## src/rtl/alu_result_stage_if.sv

```systemverilog
// Bundle of the ALU result stage's upstream, downstream and status signals.
// The stage sits on the slave side; the producer/consumer environment is the master.
interface alu_result_stage_if #(
  parameter int WIDTH = 8,
  parameter int CNT_W = 8
);
  logic             in_valid;
  logic             in_ready;
  logic [WIDTH-1:0] in_result;
  logic             in_cout;
  logic             in_ovf;
  logic             out_valid;
  logic             out_ready;
  logic [WIDTH-1:0] out_result;
  logic [3:0]       out_flags;
  logic             sticky_v;
  logic             clr_sticky;
  logic [CNT_W-1:0] xfer_cnt;

  modport master (
    output in_valid, in_result, in_cout, in_ovf, out_ready, clr_sticky,
    input  in_ready, out_valid, out_result, out_flags, sticky_v, xfer_cnt
  );

  modport slave (
    input  in_valid, in_result, in_cout, in_ovf, out_ready, clr_sticky,
    output in_ready, out_valid, out_result, out_flags, sticky_v, xfer_cnt
  );
endinterface

```

## src/rtl/alu_result_stage.sv

```systemverilog
// Registered ALU result stage: captures result with N/Z/C/V flags, hands it on
// through a main+skid pair so in_ready depends only on state, tracks sticky V and transfers.
module alu_result_stage #(
  parameter int WIDTH = 8,
  parameter int CNT_W = 8
) (
  input  logic              clk,
  input  logic              rst,
  alu_result_stage_if.slave bus
);

  // {N,Z,C,V}; computed once at capture and carried with the data.
  function automatic logic [3:0] calc_flags(input logic [WIDTH-1:0] res,
                                            input logic cout,
                                            input logic ovf);
    calc_flags = {res[WIDTH-1], (res == '0), cout, ovf};
  endfunction

  logic             m_vld_q, m_vld_d;
  logic             s_vld_q, s_vld_d;
  logic [WIDTH-1:0] m_res_q, m_res_d;
  logic [WIDTH-1:0] s_res_q, s_res_d;
  logic [3:0]       m_flg_q, m_flg_d;
  logic [3:0]       s_flg_q, s_flg_d;
  logic             sticky_q, sticky_d;
  logic [CNT_W-1:0] cnt_q, cnt_d;

  logic [3:0] in_flg;
  logic       accept;
  logic       xfer;

  assign bus.in_ready = ~s_vld_q & ~rst;
  assign accept       = bus.in_valid & bus.in_ready;
  assign xfer         = m_vld_q & bus.out_ready;
  assign in_flg       = calc_flags(bus.in_result, bus.in_cout, bus.in_ovf);

  always_comb begin
    m_vld_d  = m_vld_q;
    s_vld_d  = s_vld_q;
    m_res_d  = m_res_q;
    m_flg_d  = m_flg_q;
    s_res_d  = s_res_q;
    s_flg_d  = s_flg_q;
    sticky_d = sticky_q;
    cnt_d    = cnt_q;

    // Skid is only ever occupied while main is, so main-empty implies skid-empty.
    if (!m_vld_q) begin
      if (accept) begin
        m_vld_d = 1'b1;
        m_res_d = bus.in_result;
        m_flg_d = in_flg;
      end
    end else if (xfer) begin
      if (s_vld_q) begin
        m_res_d = s_res_q;
        m_flg_d = s_flg_q;
        s_vld_d = 1'b0;
      end else if (accept) begin
        m_res_d = bus.in_result;
        m_flg_d = in_flg;
      end else begin
        m_vld_d = 1'b0;
      end
    end else if (accept) begin
      s_vld_d = 1'b1;
      s_res_d = bus.in_result;
      s_flg_d = in_flg;
    end

    // A V=1 transfer beats a coincident clear so the overflow event is never lost.
    if (xfer && m_flg_q[0]) begin
      sticky_d = 1'b1;
    end else if (bus.clr_sticky) begin
      sticky_d = 1'b0;
    end

    if (xfer) begin
      cnt_d = cnt_q + CNT_W'(1);
    end
  end

  // ---- stage register: main slot, sticky flag, transfer counter ----
  always_ff @(posedge clk) begin
    if (rst) begin
      m_vld_q  <= 1'b0;
      s_vld_q  <= 1'b0;
      m_res_q  <= '0;
      m_flg_q  <= '0;
      sticky_q <= 1'b0;
      cnt_q    <= '0;
    end else begin
      m_vld_q  <= m_vld_d;
      s_vld_q  <= s_vld_d;
      m_res_q  <= m_res_d;
      m_flg_q  <= m_flg_d;
      sticky_q <= sticky_d;
      cnt_q    <= cnt_d;
    end
  end

  // ---- skid payload: qualified by s_vld_q, so it needs no reset ----
  always_ff @(posedge clk) begin
    s_res_q <= s_res_d;
    s_flg_q <= s_flg_d;
  end

  assign bus.out_valid  = m_vld_q;
  assign bus.out_result = m_res_q;
  assign bus.out_flags  = m_flg_q;
  assign bus.sticky_v   = sticky_q;
  assign bus.xfer_cnt   = cnt_q;

endmodule

```

## src/flat_wrapper.sv

```systemverilog
// flat-port wrapper written by rule: the top's interface ports become plain ports
module alu_result_stage_flat 
#(
  parameter int WIDTH = 8,
  parameter int CNT_W = 8
)
  (clk, rst, bus_in_valid, bus_in_result, bus_in_cout, bus_in_ovf, bus_out_ready, bus_clr_sticky, bus_in_ready, bus_out_valid, bus_out_result, bus_out_flags, bus_sticky_v, bus_xfer_cnt);
  alu_result_stage_if #(.WIDTH(WIDTH), .CNT_W(CNT_W)) bus_i ();
  input  logic clk;
  input  logic rst;
  input wire logic [$bits(bus_i.in_valid)-1:0] bus_in_valid;
  input wire logic [$bits(bus_i.in_result)-1:0] bus_in_result;
  input wire logic [$bits(bus_i.in_cout)-1:0] bus_in_cout;
  input wire logic [$bits(bus_i.in_ovf)-1:0] bus_in_ovf;
  input wire logic [$bits(bus_i.out_ready)-1:0] bus_out_ready;
  input wire logic [$bits(bus_i.clr_sticky)-1:0] bus_clr_sticky;
  output wire logic [$bits(bus_i.in_ready)-1:0] bus_in_ready;
  output wire logic [$bits(bus_i.out_valid)-1:0] bus_out_valid;
  output wire logic [$bits(bus_i.out_result)-1:0] bus_out_result;
  output wire logic [$bits(bus_i.out_flags)-1:0] bus_out_flags;
  output wire logic [$bits(bus_i.sticky_v)-1:0] bus_sticky_v;
  output wire logic [$bits(bus_i.xfer_cnt)-1:0] bus_xfer_cnt;
  assign bus_i.in_valid = bus_in_valid;
  assign bus_i.in_result = bus_in_result;
  assign bus_i.in_cout = bus_in_cout;
  assign bus_i.in_ovf = bus_in_ovf;
  assign bus_i.out_ready = bus_out_ready;
  assign bus_i.clr_sticky = bus_clr_sticky;
  assign bus_in_ready = bus_i.in_ready;
  assign bus_out_valid = bus_i.out_valid;
  assign bus_out_result = bus_i.out_result;
  assign bus_out_flags = bus_i.out_flags;
  assign bus_sticky_v = bus_i.sticky_v;
  assign bus_xfer_cnt = bus_i.xfer_cnt;
  alu_result_stage #(.WIDTH(WIDTH), .CNT_W(CNT_W)) u_core (.clk(clk), .rst(rst), .bus(bus_i));
endmodule
```

## config.mk

```make
export PLATFORM = sky130hd
export DESIGN_NAME = alu_result_stage_flat
export DESIGN_NICKNAME = d
export VERILOG_FILES = /design/src/rtl/alu_result_stage_if.sv /design/src/rtl/alu_result_stage.sv /design/src/flat_wrapper.sv
export SDC_FILE = /design/constraint.sdc
export NUM_CORES = 1
export LEC_CHECK = 0
export BUFFER_PORTS_ARGS = -buffer_cell sky130_fd_sc_hd__buf_4
export CAP_MARGIN = 20
export CORE_ASPECT_RATIO = 0.75
export CORE_MARGIN = 4
export CORE_UTILIZATION = 40
export CTS_BUF_LIST = sky130_fd_sc_hd__clkbuf_4 sky130_fd_sc_hd__clkbuf_8
export CTS_CLUSTER_SIZE = 25
export DETAILED_ROUTE_END_ITERATION = 8
export PLACE_DENSITY = 0.63
export SYNTH_ARGS = -nofsm -noshare
export SYNTH_HDL_FRONTEND = slang
export SYNTH_SLANG_ARGS = --single-unit
```

## constraint.sdc

```tcl
create_clock -name clk -period 6.2 [get_ports clk]
set_clock_uncertainty 0.2 [all_clocks]
set_input_delay 1.24 -clock clk [delete_from_list [all_inputs] [get_ports clk]]
set_output_delay 1.24 -clock clk [all_outputs]
set_load 0.02 [all_outputs]
```

==> impl_results.md <==
* Global Route Usage Sum at 0.155
* RePlAce Congestion at approximately 0.77
* Gr ovfl total at 0
* Overall power at 493 µW
* PwrDens at ~270 mW/mm²
* Initial core utilization at 0.424
* RSZ-0062 raised after global routing: false
* Worst path cell trace: buf_4 > nor2_1 > buf_4
* Critical path arrival at ~1.8 ns
* Total CTS buffers at 5
* R2R setup slack at 3.82 ns
* Mapped Area at around 0.0014 mm²
* Final Util at 0.537
* Sequential share of power at 0.505
* Deepest clock path buffer count at 2
* Clk slew on worst S/H paths at roughly 0.06 ns
* WS Path Type: in2out
* Via/cell ratio at about 5.3
* Routed wire per std cell at about 15 µm
* Die area at about 0.0046 mm²
* R2R depth at 4
* Final #Nets at ~190
* Residual DRC at 0
* Die width at 76.9 µm
* Post-synth top area share at 0.323
* CTS Hold Bufs at 0
* Critical Path End Type: output pin
* First-pass GRT wire length at roughly 5.4 mm
* DP HPWL at 2.31 mm
* Fmax at 309 MHz
* Sw Ratio at 0.253
* Final WL at around 3.3 mm
* Boundary Pins at 38
* Diode count at 0
* 1st-iter DRT viols at 52
* Register area share after synthesis at 0.555
* Period utilization at 0.522
* Cells after DPL at roughly 210
* Root Buffer: clkbuf_8
* RR Endpoint: u_core.bus.out_flags[3]
* NetSw at ~120 µW
* Most frequent CP cell: buf_4
* Period minus WS final at 3.24 ns
* Placed cell areas at between 0.0015 and 0.002 mm²
* CTS Sinks at 34
* Crit path max fanout at 26
* R2R Path Start: u_core.s_vld_q
* 1st-pass router iterations at 4
* Crit path from: rst
* Synth top area cells: dfxtp_1 32%, edfxtp_1 23%, a311oi_1 5.5%, nor2_1 5.3%, nand2_1 3.7%
* Syn_nets at 155
* Synth Flop Type: dfxtp_1
* # Max-Cap Violations at 0
* Min-Delay Path Class: reg2reg
* Yosys warning count at 0
* Setup crit end: bus_in_ready
* Int Pwr at between 300 and 400 µW
* Top-count cell post-synth: dfxtp_1
* Peak per-stage delay on the critical path at approximately 0.26 ns
* Area grow syn2layout at 26.6%
* Yosys cell types at 29
* Critical path depth in cells at 3
* Slew Limit Fails at 0
* Setup bufs post-CTS at 0
* Initial antenna violation count at 0
* Setup_tns at 0 ns
* Final instance area at about 0.0018 mm²
* Vias at approximately 1200
* Synth area leader: dfxtp_1
* Peak supply drop at approximately 0.00014 V
* Worst setup SP type: primary input
* Layout cells sized above 1 at 0.282
* CP max-delay cell: buf_4
* Setup violators final at 0
* Vias in the first global route at 1133
* Worst Tran Pin Value at between 0.7 and 0.8 ns
* Post-cts sizing count at 0
* Comb power frac at 0.137
* Mean post-synth cell area at between 10 and 15 µm²
* Seq cells post-synth at 34
* Status: completed
* Core area at 0.00336 mm²
* Final Hold Viols at 0
* H-tree depth at 2
* EDFF count, synth at 11
* Async SR Flop Fraction at 0
* Post-Syn Instances at 139
* Top cells by count, synth: 23 x dfxtp_1, 20 x nor2_1, 14 x nand2_1
* Clock power share at 0.357
* Lkg Pwr at 0.000741 µW
* Critical Path RT at between 4 and 5 ns
* Post-route ant nets at 0
* Worst slew margin at 0.467
* PortBufs at 37
* Core Rows at 18
* Non-filler cells, final at roughly 220
* CP top delay family: buffers and inverters
* Die boundary height at slightly below 60 µm
* CP Buf/Inv Count at 2
* CTS tree: yes
* Largest net degree at the start of global routing at 27
* Clk Latency, worst-skew pair at around 0.29 ns
-- layer usage --
layer | global-route usage | share of wire | vias up
met3 | 0.0527 | 0.064 | 8
li1 | - | - | 565
met5 | 0 | 0 | -
met1 | 0.192 | 0.46 | 551
met4 | 0.0930 | 0.022 | 0
met2 | 0.237 | 0.46 | 33
-- power by group through the flow --
| stage | combinational [µW] | clock [µW] | sequential, µW |
|---|---|---|---|
| floorplan | 32.9 | 0 | 261 |
| global placement | 66.2 | 0 | 253 |
| detailed placement | 67.8 | 0 | 254 |
| CTS | 68.1 | 181 | 249 |
| global route | 73.5 | 190 | 251 |
| finish | 67.6 | 176 | 249 |
-- worst reg2reg max path: cells and delay by family, from the launching register on --
family,cells,cell delay [ns]
DFF,1,0.70
buffers and inverters,2,0.35
AOI/OAI and AO/OA,2,1.03
-- flip-flops by register name (all words and copies together), names as in the netlist --
register / flops
u_core.bus.out_flags: 4
u_core.bus.out_result: 8
u_core.bus.out_valid: 1
u_core.bus.sticky_v: 1
u_core.bus.xfer_cnt: 8
u_core.s_flg_q: 3
u_core.s_res_q: 8
u_core.s_vld_q: 1
-- logic make-up (layout without fill, tap and decap cells) --
| group | count (synthesis) | count (layout) | synth area share |
|---|---|---|---|
| simple gates | 60 | 60 | 0.200 |
| compound gates | 20 | 20 | 0.122 |
| fa+ha+maj | 1 | 1 | 0.00879 |
| buf+inv | 15 | 53 | 0.0562 |
| flops | 34 | 34 | 0.555 |
| mux | 2 | 2 | 0.0141 |
| xor+xnor | 7 | 7 | 0.0431 |
-- worst min-delay path by stage --
stage	startpoint	to	slack, ns	depth (start not counted)
floorplan	u_core.s_flg_q[2]	u_core.bus.out_flags[2]	0.31	2
global placement	u_core.bus.out_result[7]	u_core.bus.out_result[7]	0.25	2
detailed placement	u_core.bus.out_result[7]	u_core.bus.out_result[7]	0.26	2
CTS	u_core.bus.out_result[7]	u_core.bus.out_result[7]	0.28	2
global route	u_core.bus.out_result[7]	u_core.bus.out_result[7]	0.29	2
finish	u_core.bus.out_result[7]	u_core.bus.out_result[7]	0.27	2
-- final cells by class --
cell class	instances	area (µm²)
flip-flops and latches	34	791
well taps	40	50.0
inverters	7	26.3
repair buffers	38	285
multi-input cells	90	553
clock buffers	8	97.6
fillers	317	1550
-- through the flow --
stage          worst slack (ns)  hold slack [ns]
6_report                   2.96            0.268
3_3_place_gp               2.98            0.249
4_1_cts                    2.96            0.278
2_1_floorplan              3.00            0.312
3_5_place_dp               2.96            0.262
5_1_grt                    2.91            0.290
-- cells in the final DEF (no fill, tap or decap), types with 2 or more instances in the layout --
cell type / synthesis / routed
a21oi_1: 3 / 3
nand2_1: 14 / 14
nand3_1: 9 / 9
mux2i_1: 2 / 2
nand4_1: 4 / 4
nor2b_1: 3 / 3
xor2_1: 6 / 6
edfxtp_1: 11 / 11
o32ai_1: 3 / 3
clkbuf_4: 0 / 2
a311oi_1: 9 / 9
and3_1: 2 / 2
inv_1: 7 / 7
nor2_1: 20 / 20
or4_1: 2 / 2
buf_4: 0 / 38
nor3_1: 3 / 3
clkbuf_8: 0 / 6
dfxtp_1: 23 / 23
Note: power is estimated with default switching activity, not from simulation.
